### config.mk
export PLATFORM = sky130hd
export DESIGN_NAME = bin2bcd_seq
export DESIGN_NICKNAME = d
export VERILOG_FILES = /design/src/rtl/bin2bcd_seq.sv
export SDC_FILE = /design/constraint.sdc
export NUM_CORES = 1
export LEC_CHECK = 0
export BUFFER_PORTS_ARGS = -buffer_cell sky130_fd_sc_hd__buf_2
export CAP_MARGIN = 20
export CELL_PAD_IN_SITES_DETAIL_PLACEMENT = 1
export CELL_PAD_IN_SITES_GLOBAL_PLACEMENT = 1
export CORE_MARGIN = 3
export CORE_UTILIZATION = 44
export DETAILED_ROUTE_END_ITERATION = 10
export PLACE_DENSITY_LB_ADDON = 0.3
export SKIP_CTS_REPAIR_TIMING = 1
export SYNTH_ARGS = -nofsm -noshare
export SYNTH_HDL_FRONTEND = slang
export SYNTH_SLANG_ARGS = --single-unit
### constraint.sdc
create_clock -name clk -period 2.38 [get_ports clk]
set_clock_uncertainty 0.15 [all_clocks]
set_input_delay 0.238 -clock clk [delete_from_list [all_inputs] [get_ports clk]]
set_output_delay 0.238 -clock clk [all_outputs]
set_load 0.005 [all_outputs]
### src/rtl/bin2bcd_seq.sv
// bin2bcd_seq: sequential shift-and-add-3 binary to BCD converter.
// Optional macro BIN2BCD_LZ_BLANK_EN blanks leading zero digits (4'hF).
module bin2bcd_seq #(
    parameter int BIN_W  = 16,
    parameter int DIGITS = 5
) (
    input  logic                  clk,
    input  logic                  rst_n,
    input  logic                  start,
    input  logic [BIN_W-1:0]      bin,
    output logic                  busy,
    output logic                  done,
    output logic [4*DIGITS-1:0]   bcd,
    output logic                  ovf
);

    localparam int BW = 4 * DIGITS;
    localparam int CW = $clog2(BIN_W);

    typedef enum logic [1:0] {
        IDLE,
        SHIFT,
        DONE
    } state_t;

    state_t          state;
    logic [BIN_W-1:0] sh;
    logic [BW-1:0]   work;
    logic [CW-1:0]   cnt;
    logic            oflag;

    logic [BW-1:0]    adj;
    logic [BW-1:0]    work_nx;
    logic [BIN_W-1:0] sh_nx;
    logic             step_ovf;
    logic [BW-1:0]    res;

    // one double-dabble iteration: add 3 to digits >= 5, then shift left
    always_comb begin
        adj = work;
        for (int i = 0; i < DIGITS; i++) begin
            if (work[4*i +: 4] >= 4'd5)
                adj[4*i +: 4] = work[4*i +: 4] + 4'd3;
        end
        {work_nx, sh_nx} = {adj, sh} << 1;
        step_ovf = adj[BW-1];
    end

`ifdef BIN2BCD_LZ_BLANK_EN
    logic lead;

    // final display form: leading zeros blanked, overflow shows all blank
    always_comb begin
        res  = work;
        lead = 1'b1;
        for (int i = DIGITS - 1; i > 0; i--) begin
            if (lead && work[4*i +: 4] == 4'd0)
                res[4*i +: 4] = 4'hF;
            else
                lead = 1'b0;
        end
        if (oflag)
            res = '1;
    end
`else
    // final display form: overflow shows all blank
    always_comb begin
        res = work;
        if (oflag)
            res = '1;
    end
`endif

    // control FSM; busy stays high through the done cycle
    always_ff @(posedge clk or negedge rst_n) begin
        if (!rst_n) begin
            state <= IDLE;
            sh    <= '0;
            work  <= '0;
            cnt   <= '0;
            oflag <= 1'b0;
            bcd   <= '0;
            ovf   <= 1'b0;
            done  <= 1'b0;
            busy  <= 1'b0;
        end else begin
            done <= 1'b0;
            unique case (state)
                IDLE: begin
                    busy <= start;
                    if (start) begin
                        sh    <= bin;
                        work  <= '0;
                        cnt   <= '0;
                        oflag <= 1'b0;
                        state <= SHIFT;
                    end
                end
                SHIFT: begin
                    busy <= 1'b1;
                    sh   <= sh_nx;
                    work <= work_nx;
                    if (step_ovf)
                        oflag <= 1'b1;
                    if (cnt == CW'(BIN_W - 1))
                        state <= DONE;
                    else
                        cnt <= cnt + CW'(1);
                end
                DONE: begin
                    busy  <= 1'b1;
                    bcd   <= res;
                    ovf   <= oflag;
                    done  <= 1'b1;
                    state <= IDLE;
                end
                default: state <= IDLE;
            endcase
        end
    end

endmodule

==> Yosys cells after proc, flatten, opt, wreduce, memory -nomap -nowiden <==
Index checks and enable logic that the tools add are counted.
{ "totals": {"elab_cells": 56, "output_inout_bits": 23, "register_bits": 66} }
{ "classes": {"n_addsub": 6, "n_eq_ne": 7, "n_reduce_logical": 8, "n_mux": 21, "magnitude_cmp": 5} }
{ "ops": {"columns": ["cell", "count"], "rows": [
  ["20-bit 2-to-1 mux", 2],
  ["20-bit case mux with 2 select lines", 1],
  ["16-bit case mux with 2 select lines", 1],
  ["4-bit 2-to-1 mux", 7],
  ["4-bit by 2-bit adder with 4-bit output, second input constant", 5],
  ["4-bit by 3-bit >= comparator with 1-bit output, second input constant", 5],
  ["16-bit 2-to-1 mux", 1],
  ["2-bit inequality test, second input constant", 4],
  ["4-bit case mux with 2 select lines", 1],
  ["3-bit AND reduction", 2],
  ["4-bit by 1-bit adder with 4-bit output, second input constant", 1],
  ["4-bit == test, second input constant", 1],
  ["2-bit 2-to-1 mux", 2],
  ["1-bit case mux with 2 select lines", 2],
  ["2-bit case mux with 2 select lines", 1],
  ["2-bit AND reduction", 2],
  ["2-bit nonzero test", 2],
  ["1-bit 2-to-1 mux", 3],
  ["2-bit by 1-bit == test with 1-bit output, second input constant", 1],
  ["2-bit == test, second input constant", 1],
  ["2-bit logical NOT", 1],
  ["2-bit OR reduction", 1]
]} }

==> Depth between registers and ports, before layout <==
Gate-level depths: netlist of run 1.
{ "depth": {"depth_word": 4, "mapped_depth": 8, "depth_no_buf": 6} }

==> Least setup slack after synthesis of run 1 <==
OpenSTA, ideal clock, no wires.
{ "synth_path": {"path_type": "flip-flop to flip-flop", "start": "register state[1]", "end": "register work[11]", "setup_slack_ns": 0.646, "n_path_buf": 1, "path_stages_with_launch": 8, "t_arrival_ns": 1.463, "synth_period_minus_slack_ns": 1.734, "t_required_ns": 2.108, "cell_sequence": "dfrtp_1 > inv_1 > ha_1 > buf_6 > inv_2 > o21ai_2 > o31ai_1 > a32o_1"} }
{ "synth_between": {"elab_chain_len": 3, "elab_cells_between_ends": 6} }
{ "synth_lines": {"columns": ["element", "line", "source"], "rows": [
  ["start, declared", "26", "state_t state;"],
  ["start signal, assigned", "77", "state <= IDLE;"],
  ["start signal, assigned", "96", "state <= SHIFT;"],
  ["start signal, assigned", "106", "state <= DONE;"],
  ["2-bit by 1-bit == test with 1-bit output / 2-bit logical NOT (equally long branches)", "88", "unique case (state)"],
  ["2-bit nonzero test (no line) / 2-bit inequality test (equally long branches)", null, null],
  ["2-bit AND reduction (no line)", null, null],
  ["end signal, assigned", "102", "work <= work_nx;"],
  ["end, declared", "28", "logic [BW-1:0] work;"]
]} }
Several ways; a longest one is shown, not always the timed one.
A chain may end at the register's enable or synchronous reset.

==> Worst setup path in the final report of run 1 <==
{ "layout_path": {"start": "register state[0]", "end": "register work[11]"} }
Same word-level chain as after synthesis.

==> impl_metrics.env, run 1 <==
export IMPL_fin_crit_ns=2.03
export IMPL_drcViolationCount=0
export IMPL_grtUsageTotal=0.182
export IMPL_yosysUniqueCellTypes=34
export IMPL_synth_largest_area_cell="dfrtp_1"
export IMPL_rsz0062_at_grt="false"
export IMPL_cp_cell_sequence="inv_1, ha_1, nand2b_2, nand2_1, buf_4, o31ai_1, a32o_1"
export IMPL_core_area_um2=6910
export IMPL_cts_tree="built"
export IMPL_syn_avg_cell_area_um2=9.94
export IMPL_tightestPinTransition_ns=0.756
export IMPL_critPathMaxFanout=18
export IMPL_slew_headroom=0.496
export IMPL_fp_row_count=30
export IMPL_slowest_stage="dfrtp_1"
export IMPL_fin_tns_setup_ns=0
export IMPL_final_layout_size_suffix_gt1_frac=0.194
export IMPL_critPathCapture="work[11]$_DFFE_PN0P_"
export IMPL_die_y_um=91.2
export IMPL_wl_mm=6.96
export IMPL_slowest_delay_ns=0.42
export IMPL_rr_endpoint="work[11]$_DFFE_PN0P_"
export IMPL_finalHoldViolCount=0
export IMPL_drt_iter0_drc=119
export IMPL_ys_warn_count=0
export IMPL_clockBufferDepth=2
export IMPL_synth_top_cell_area_share=0.518
export IMPL_h_tree_depth=3
export IMPL_nets=403
export IMPL_dr_pass1_iters=4
export IMPL_max_freq_ghz=0.491
export IMPL_rr_worst_depth=7
export IMPL_grt_pass1_wl_mm=12.2
export IMPL_start_kind="register"
export IMPL_drv_slew=0
export IMPL_dieArea_um2=8310
export IMPL_crit_type="register to register"
export IMPL_crit_path_end_kind="register"
export IMPL_gp_congestion=0.814
export IMPL_regToRegStartpoint="state[0]$_DFFE_PN0P_"
export IMPL_post_drt_wl_per_cell_um=14.9
export IMPL_post_drt_via_cell_ratio=5.30
export IMPL_leakagePower_nw=1.71
export IMPL_p_per_area_nw_per_um2=1200
export IMPL_outcome="finished, final reports clean"
export IMPL_synth_seq_cells=66
export IMPL_timing_final_crit_share=0.855
export IMPL_cts_buffers=9
export IMPL_ant_nets=0
export IMPL_dp_hpwl_mm=4.84
export IMPL_die_w_um=91.2
export IMPL_grt_max_degree=67
export IMPL_synthTopCellsByArea="dfrtp_1 52%, ha_1 6.7%, a21oi_1 5.2%"
export IMPL_syn_nets=357
export IMPL_cts_root_buf="clkbuf_8"
export IMPL_maxCapViolCount=0
export IMPL_grt_ovfl_total=0
export IMPL_portBuffers=41
export IMPL_num_vias=2480
export IMPL_yosysSeqAreaShare=0.518
export IMPL_n_antenna_cell=0
export IMPL_grt_pass1_vias=2603
export IMPL_boundaryPins=42
export IMPL_setup_viol=0
export IMPL_clock_sinks=66
export IMPL_syn_inst=321
export IMPL_rrSetupSlack_ns=0.35
export IMPL_hp_class="input pin to register"
export IMPL_crit_start="state[0]$_DFFE_PN0P_"
export IMPL_critPathRequiredTime_ns=2.46
export IMPL_syn_area_um2=3190
export IMPL_area_growth_syn_to_layout_pct=16.4
export IMPL_grt_antenna_before_repair=0
export IMPL_path_clk_slew_ns=0.07
export IMPL_clkLatencyLatePin_ns=0.34
export IMPL_max_vdd_ir_drop_mv=0.547
export IMPL_cp_data_arrival_time_ns=2.11
export IMPL_finalPower_w=0.00444
export IMPL_start_util=0.462
-- state kept, by name, indices dropped and copies added (netlist names) --
| signal | flops |
|---|---|
| bcd | 20 |
| done | 1 |
| oflag | 1 |
| cnt | 4 |
| sh | 16 |
| ovf | 1 |
| state | 2 |
| busy | 1 |
| work | 20 |
-- report_power, final --
part	internal [W]	total, W	switching, W
registers	0.00152	0.00175	0.000230
logic	0.000700	0.00173	0.00103
clock network	0.000535	0.000960	0.000425
total	0.00275	0.00444	0.00168
-- cells by family after synthesis --
logic type	share of synthesized area
and+or+nand+nor	0.127
muxes	0.0474
buffers and inverters	0.0478
DFF	0.518
AOI/OAI and AO/OA	0.169
xor gates and xnor gates	0.0247
adders and majority gates	0.0667
-- critical path: cells and delay by family, from the launching register on --
kind / cells / cell delay, ns
and+or+nand+nor: 2 / 0.30
buffers and inverters: 2 / 0.39
DFF: 1 / 0.42
adders and majority gates: 1 / 0.35
AOI/OAI and AO/OA: 2 / 0.31
-- stage by stage --
stage	utilization	setup WS, ns	instances	instance area, µm²	hold slack (ns)
6_report	0.538	0.345	468	3710	0.0219
4_1_cts	0.536	0.355	467	3700	-0.236
3_5_place_dp	0.507	0.371	451	3500	0.137
5_1_grt	0.538	0.237	468	3710	0.0204
3_3_place_gp	0.507	0.515	451	3500	0.138
2_1_floorplan	-	0.646	321	3190	-0.208
-- how the worst min path moves through the flow --
stage          startpoint            endpoint  slack [ns]  depth (start not counted)
2_1_floorplan       rst_n  bcd[0]$_DFFE_PN0P_       -0.21                          0
3_3_place_gp        rst_n  bcd[4]$_DFFE_PN0P_        0.14                          2
3_5_place_dp        rst_n  bcd[4]$_DFFE_PN0P_        0.14                          2
4_1_cts             rst_n  bcd[2]$_DFFE_PN0P_       -0.24                          2
5_1_grt            bin[0]   sh[0]$_DFFE_PN0P_        0.02                          3
6_report          bin[11]  sh[11]$_DFFE_PN0P_        0.02                          3
-- synth_stat cells --
cell      number
dfrtp_1       66
nor2_1        42
a21oi_1       33
nand2_1       29
ha_1          17
o21ai_0       17
mux2i_1       14
inv_1         12
o21ai_1       10
nand3_1        9
o22ai_1        9
clkbuf_1       7
o31ai_1        6
a32o_1         5
nand2b_1       5
xnor2_1        5
buf_4          4
o32ai_1        4
xor2_1         4
buf_6          3
or3_1          3
a22o_1         2
and3_1         2
buf_2          2
o21ai_2        2
and2b_1        1
buf_1          1
inv_2          1
mux2_2         1
nand2b_2       1
nor3_1         1
o22a_1         1
o311ai_0       1
or3b_1         1
-- placed cells by master (no fill, tap or decap), types with 9 or more instances in the layout --
cell	netlist	routed
dfrtp_1	66	66
nor2_1	42	42
buf_2	2	41
a21oi_1	33	33
nand2_1	29	29
o21ai_0	17	17
ha_1	17	17
mux2i_1	14	14
inv_1	12	12
clkbuf_8	0	11
o21ai_1	10	10
o22ai_1	9	9
nand3_1	9	9
buf_4	4	9
-- area by class of cell --
cell class / instances / area [µm²]
fillers: 816 / 3190
flip-flops and latches: 66 / 1650
multi-input cells: 225 / 1390
repair buffers: 52 / 303
clock buffers: 11 / 151
well taps: 96 / 120
clock inverters: 5 / 52.6
inverters: 13 / 48.8
-- per-layer routing --
layer / wire length [µm] / vias to the layer above / global-route usage
met5: 0 / - / 0
met2: 3290 / 47 / 0.293
li1: - / 1208 / -
met3: 210 / 15 / 0.0307
met4: 146 / 0 / 0.0854
met1: 3310 / 1210 / 0.239
No activity file was read; power rests on OpenSTA's default activity.
==> run 2, diff against run 1 <==
--- a/config.mk
+++ b/config.mk
@@ -5,13 +5,13 @@
 export SDC_FILE = /design/constraint.sdc
 export NUM_CORES = 1
 export LEC_CHECK = 0
-export BUFFER_PORTS_ARGS = -buffer_cell sky130_fd_sc_hd__buf_2
 export CAP_MARGIN = 20
 export CELL_PAD_IN_SITES_DETAIL_PLACEMENT = 1
 export CELL_PAD_IN_SITES_GLOBAL_PLACEMENT = 1
 export CORE_MARGIN = 3
-export CORE_UTILIZATION = 44
+export CORE_UTILIZATION = 50
 export DETAILED_ROUTE_END_ITERATION = 10
+export DONT_BUFFER_PORTS = 1
 export PLACE_DENSITY_LB_ADDON = 0.3
 export SKIP_CTS_REPAIR_TIMING = 1
 export SYNTH_ARGS = -nofsm -noshare
==> constraint.sdc (replaced) <==
create_clock -name clk -period 2.55 [get_ports clk]
set_clock_uncertainty 0.15 [all_clocks]
set_input_delay 0.255 -clock clk [delete_from_list [all_inputs] [get_ports clk]]
set_output_delay 0.255 -clock clk [all_outputs]
set_load 0.005 [all_outputs]
==> run 2 against run 1 <==
The flow now finishes with violations (negative hold slack). Global-route usage grew 2.6 points. Wire length rose by 1.9%. Register-to-register slack improved by 0.08 ns. Critical path depth decreased by 1. Count of clock-buffer cells in the layout did not move. Non-clock buffer count shrank 28. Clock power decreased by 24%. Sequential power down 3%. First-iteration DRC count is 19% lower. Via count fell by 3.9%. Hold slack worse by 0.033 ns.
==> impl_metrics.env, run 2 (same netlist as run 1, synthesis figures left out) <==
export IMPL_outcome="finished with violations"
export IMPL_violations="negative hold slack"
export IMPL_core_area_um2=6060
export IMPL_min_from="bin[13]"
export IMPL_regToRegStartpoint="state[1]$_DFFE_PN0P_"
export IMPL_postLayoutCoreUtil=0.588
export IMPL_hold_depth=2
export IMPL_drcViolationCount=0
export IMPL_fin_crit_ns=2.13
export IMPL_max_vdd_ir_drop_mv=0.599
export IMPL_path_clk_slew_ns=0.07
export IMPL_finalHoldViolCount=2
export IMPL_critPathRequiredTime_ns=2.63
export IMPL_leakagePower_nw=1.57
export IMPL_rsz0062_at_grt="false"
export IMPL_fin_tns_setup_ns=0
export IMPL_finalNonFillerCells=415
export IMPL_grt_pass1_wl_mm=12.0
export IMPL_n_antenna_cell=0
export IMPL_dp_cells=388
export IMPL_fillers=673
export IMPL_rr_worst_depth=6
export IMPL_rr_endpoint="work[11]$_DFFE_PN0P_"
export IMPL_place_area_um2=3250
export IMPL_die_w_um=85.9
export IMPL_post_drt_via_cell_ratio=5.74
export IMPL_critPathMaxFanout=13
export IMPL_layout_common_cells="66 x dfrtp_1, 42 x nor2_1, 33 x a21oi_1"
export IMPL_dr_pass1_iters=4
export IMPL_holdWs_ns=-0.0115
export IMPL_cts_buffers=9
export IMPL_boundaryPins=42
export IMPL_gp_congestion=0.777
export IMPL_whs_endpoint="sh[13]$_DFFE_PN0P_"
export IMPL_grt_antenna_before_repair=0
export IMPL_die_y_um=85.9
export IMPL_grtUsageTotal=0.208
export IMPL_grt_pass1_vias=2587
export IMPL_tightestPinTransition_ns=0.767
export IMPL_p_per_area_nw_per_um2=1080
export IMPL_maxCapViolCount=0
export IMPL_start_kind="register"
export IMPL_design_area_um2=3560
export IMPL_num_vias=2384
export IMPL_drt_iter0_drc=96
export IMPL_crit_type="register to register"
export IMPL_portBuffers=0
export IMPL_max_freq_ghz=0.470
export IMPL_final_layout_size_suffix_gt1_frac=0.0765
export IMPL_area_growth_syn_to_layout_pct=11.6
export IMPL_dp_hpwl_mm=4.65
export IMPL_grt_max_degree=67
export IMPL_clkLatencyLatePin_ns=0.34
export IMPL_clockBufferDepth=2
export IMPL_crit_path_end_kind="register"
export IMPL_start_util=0.526
export IMPL_setup_viol=0
export IMPL_cts_tree="built"
export IMPL_ant_nets=0
export IMPL_rrSetupSlack_ns=0.42
export IMPL_cts_root_buf="clkbuf_8"
export IMPL_top_regs="bcd x20, work x20, sh x16"
export IMPL_nets=375
export IMPL_clock_sinks=66
export IMPL_cp_data_arrival_time_ns=2.21
export IMPL_drv_slew=0
export IMPL_dieArea_um2=7380
export IMPL_h_tree_depth=3
export IMPL_wl_mm=7.09
export IMPL_hp_class="input pin to register"
export IMPL_layout_commonest_cell="dfrtp_1"
export IMPL_post_drt_wl_per_cell_um=17.1
export IMPL_slew_headroom=0.489
export IMPL_timing_final_crit_share=0.835
export IMPL_fp_row_count=28
export IMPL_grt_ovfl_total=0
[run 2: area by class of cell]
cell class	count	area, µm²	share of cell area
Clock inverter	1	5.00	0.00140
Timing Repair Buffer	24	235	0.0660
Sequential cell	66	1650	0.464
Inverter	13	48.8	0.0137
Multi-Input combinational cell	225	1390	0.389
Tap cell	75	93.8	0.0263
Clock buffer	11	141	0.0397
[run 2: critical path, stage by stage, from the launching register on]
cell	delay [ns]
dfrtp_1	0.40
inv_1	0.14
ha_1	0.28
inv_2	0.11
o21ai_2	0.51
o31ai_1	0.19
a32o_1	0.24
[run 2: worst max path at each step]
stage	from	to	cells after the start
2_1_floorplan	state[1]$_DFFE_PN0P_	work[11]$_DFFE_PN0P_	7
3_3_place_gp	state[1]$_DFFE_PN0P_	work[7]$_DFFE_PN0P_	6
3_5_place_dp	state[1]$_DFFE_PN0P_	work[7]$_DFFE_PN0P_	6
4_1_cts	state[1]$_DFFE_PN0P_	work[11]$_DFFE_PN0P_	6
5_1_grt	state[1]$_DFFE_PN0P_	work[11]$_DFFE_PN0P_	6
6_report	state[1]$_DFFE_PN0P_	work[11]$_DFFE_PN0P_	6
[run 2: report_power, final]
group | switching (W) | total [W] | leakage (nW) | internal (W)
combinational | 0.000887 | 0.00144 | 0.655 | 0.000550
sequential | 0.000269 | 0.00169 | 0.841 | 0.00142
clock | 0.000374 | 0.000730 | 0.0770 | 0.000356
total | 0.00153 | 0.00386 | 1.57 | 0.00233
[run 2: metrics by stage]
stage	power [W]	worst slack [ns]
finish	0.00386	0.421
global route	0.00420	0.238
CTS	0.00384	0.421
detailed placement	0.00311	0.482
global placement	0.00302	0.547
floorplan	0.00277	0.816
[run 2: metal layers]
metal  vias to the layer above  global-route usage  part of all wire
met2                        45               0.345              0.51
met1                      1181               0.257              0.43
met5                         -                   0                 0
met4                         0               0.101             0.022
met3                        12              0.0461             0.037
li1                       1146                   -                 -
==> run 3, diff against run 2 <==
--- a/config.mk
+++ b/config.mk
@@ -9,7 +9,7 @@
 export CELL_PAD_IN_SITES_DETAIL_PLACEMENT = 1
 export CELL_PAD_IN_SITES_GLOBAL_PLACEMENT = 1
 export CORE_MARGIN = 3
-export CORE_UTILIZATION = 50
+export CORE_UTILIZATION = 49
 export DETAILED_ROUTE_END_ITERATION = 10
 export DONT_BUFFER_PORTS = 1
 export PLACE_DENSITY_LB_ADDON = 0.3
==> constraint.sdc (replaced) <==
create_clock -name clk -period 2 [get_ports clk]
set_clock_uncertainty 0.15 [all_clocks]
set_input_delay 0.2 -clock clk [delete_from_list [all_inputs] [get_ports clk]]
set_output_delay 0.2 -clock clk [all_outputs]
set_load 0.005 [all_outputs]
==> run 3 against run 2 <==
Via count is 3.3% higher. Non-clock buffer count rose by 6. Wire length grew 3.1%. Largest power group unchanged. First-iteration DRC count rose by 26%. Die area increased by 1.9%. Worst setup slack worse by 0.31 ns. Final area rose by 3.6%. Power grew 37%. Core utilization grew 1.8 points. The run now ends clean. Largest cell class unchanged. Maximum frequency grew 13%.
==> impl_metrics.env, run 3 (same netlist as run 1, synthesis figures left out) <==
export IMPL_max_freq_ghz=0.530
export IMPL_portBuffers=0
export IMPL_drt_iter0_drc=121
export IMPL_grt_pass1_vias=2487
export IMPL_p_per_area_nw_per_um2=1430
export IMPL_wl_mm=7.31
export IMPL_clkLatencyLatePin_ns=0.35
export IMPL_finalNonFillerCells=424
export IMPL_clockBufferDepth=2
export IMPL_clock_sinks=66
export IMPL_top_regs="bcd x20, work x20, sh x16"
export IMPL_rr_worst_depth=7
export IMPL_dp_hpwl_mm=4.73
export IMPL_cp_data_arrival_time_ns=1.98
export IMPL_grtUsageTotal=0.202
export IMPL_maxCapViolCount=0
export IMPL_n_antenna_cell=0
export IMPL_layout_common_cells="66 x dfrtp_1, 42 x nor2_1, 33 x a21oi_1"
export IMPL_drcViolationCount=0
export IMPL_fin_tns_setup_ns=0
export IMPL_cts_tree="built"
export IMPL_critPathMaxFanout=11
export IMPL_area_growth_syn_to_layout_pct=15.7
export IMPL_core_area_um2=6100
export IMPL_gp_congestion=0.800
export IMPL_tightestPinTransition_ns=0.711
export IMPL_final_layout_size_suffix_gt1_frac=0.0917
export IMPL_nets=381
export IMPL_grt_pass1_wl_mm=11.8
export IMPL_post_drt_wl_per_cell_um=17.2
export IMPL_finalHoldViolCount=0
export IMPL_outcome="finished, final reports clean"
export IMPL_post_drt_via_cell_ratio=5.81
export IMPL_cts_buffers=9
export IMPL_rr_endpoint="work[7]$_DFFE_PN0P_"
export IMPL_crit_type="register to register"
export IMPL_slew_headroom=0.526
export IMPL_leakagePower_nw=1.63
export IMPL_timing_final_crit_share=0.944
export IMPL_die_w_um=86.7
export IMPL_grt_antenna_before_repair=0
export IMPL_boundaryPins=42
export IMPL_dp_cells=390
export IMPL_drv_slew=0
export IMPL_rrSetupSlack_ns=0.11
export IMPL_max_vdd_ir_drop_mv=0.792
export IMPL_path_clk_slew_ns=0.07
export IMPL_regToRegStartpoint="state[1]$_DFFE_PN0P_"
export IMPL_layout_commonest_cell="dfrtp_1"
export IMPL_start_kind="register"
export IMPL_whs_endpoint="sh[1]$_DFFE_PN0P_"
export IMPL_cts_root_buf="clkbuf_8"
export IMPL_dr_pass1_iters=4
export IMPL_hold_depth=3
export IMPL_start_util=0.523
export IMPL_grt_ovfl_total=0
export IMPL_dieArea_um2=7520
export IMPL_min_from="start"
export IMPL_fp_row_count=28
export IMPL_die_y_um=86.7
export IMPL_crit_path_end_kind="register"
export IMPL_setup_viol=0
export IMPL_grt_max_degree=67
export IMPL_fin_crit_ns=1.89
export IMPL_fillers=687
export IMPL_num_vias=2463
export IMPL_critPathRequiredTime_ns=2.09
export IMPL_ant_nets=0
export IMPL_h_tree_depth=3
export IMPL_rsz0062_at_grt="false"
export IMPL_hp_class="input pin to register"
[run 3: cell types whose count changed in the layout (fill, tap and decap cells not counted), sizes merged]
cell and delta:
dlygate4sd3 +4, clkinv +1, clkbuf +1, bufinv +1, buf +2
[run 3: worst max-delay path by stage]
stage / end / slack [ns] / depth (start not counted) / startpoint
after global routing: work[14]$_DFFE_PN0P_ / 0.02 / 8 / state[1]$_DFFE_PN0P_
after CTS: work[3]$_DFFE_PN0P_ / 0.04 / 7 / state[1]$_DFFE_PN0P_
after global placement: work[11]$_DFFE_PN0P_ / 0.19 / 7 / state[1]$_DFFE_PN0P_
after floorplan: work[11]$_DFFE_PN0P_ / 0.27 / 7 / state[1]$_DFFE_PN0P_
after detailed placement: work[3]$_DFFE_PN0P_ / 0.1 / 7 / state[1]$_DFFE_PN0P_
final: work[7]$_DFFE_PN0P_ / 0.11 / 7 / state[1]$_DFFE_PN0P_
[run 3: critical path, cell delays in order (launching register included)]
cell	delay, ns
dfrtp_1	0.41
inv_2	0.11
ha_2	0.25
buf_4	0.16
and2b_1	0.19
nor2_1	0.06
buf_4	0.18
a32o_1	0.26
[run 3: report_power, final]
part	total [W]	switching (W)	leakage (nW)	internal, W
Sequential	0.00217	0.000358	0.841	0.00181
Clock	0.00110	0.000502	0.0962	0.000600
Combinational	0.00199	0.00120	0.691	0.000799
[run 3: layout make-up]
cell class	instances	area, µm²	share of cell area
clock buffer	12	145	0.0393
clock inverter	3	40.0	0.0108
timing repair buffer	30	315	0.0854
tap	75	93.8	0.0254
multi-input combinational	225	1400	0.378
inverter	13	48.8	0.0132
sequential	66	1650	0.447
[run 3: stage by stage]
stage / power (W) / utilization / hold WS [ns] / instance area [µm²] / setup slack [ns]
after global placement: 0.00393 / 0.539 / -0.244 / 3290 / 0.189
after global routing: 0.00568 / 0.606 / 0.114 / 3690 / 0.0155
after detailed placement: 0.00407 / 0.539 / -0.244 / 3290 / 0.0962
after floorplan: 0.00353 / - / -0.246 / 3190 / 0.266
after CTS: 0.00519 / 0.570 / -0.623 / 3470 / 0.0398
final: 0.00527 / 0.606 / 0.0842 / 3690 / 0.112
[run 3: metal layers]
layer | vias to the layer above | global-route usage | routed length (µm) | part of all wire
met1 | 1243 | 0.252 | 3230 | 0.44
met4 | 0 | 0.0807 | 79 | 0.011
met5 | - | 0 | 0 | 0
li1 | 1166 | - | - | -
met2 | 48 | 0.334 | 3720 | 0.51
met3 | 6 | 0.0532 | 278 | 0.038
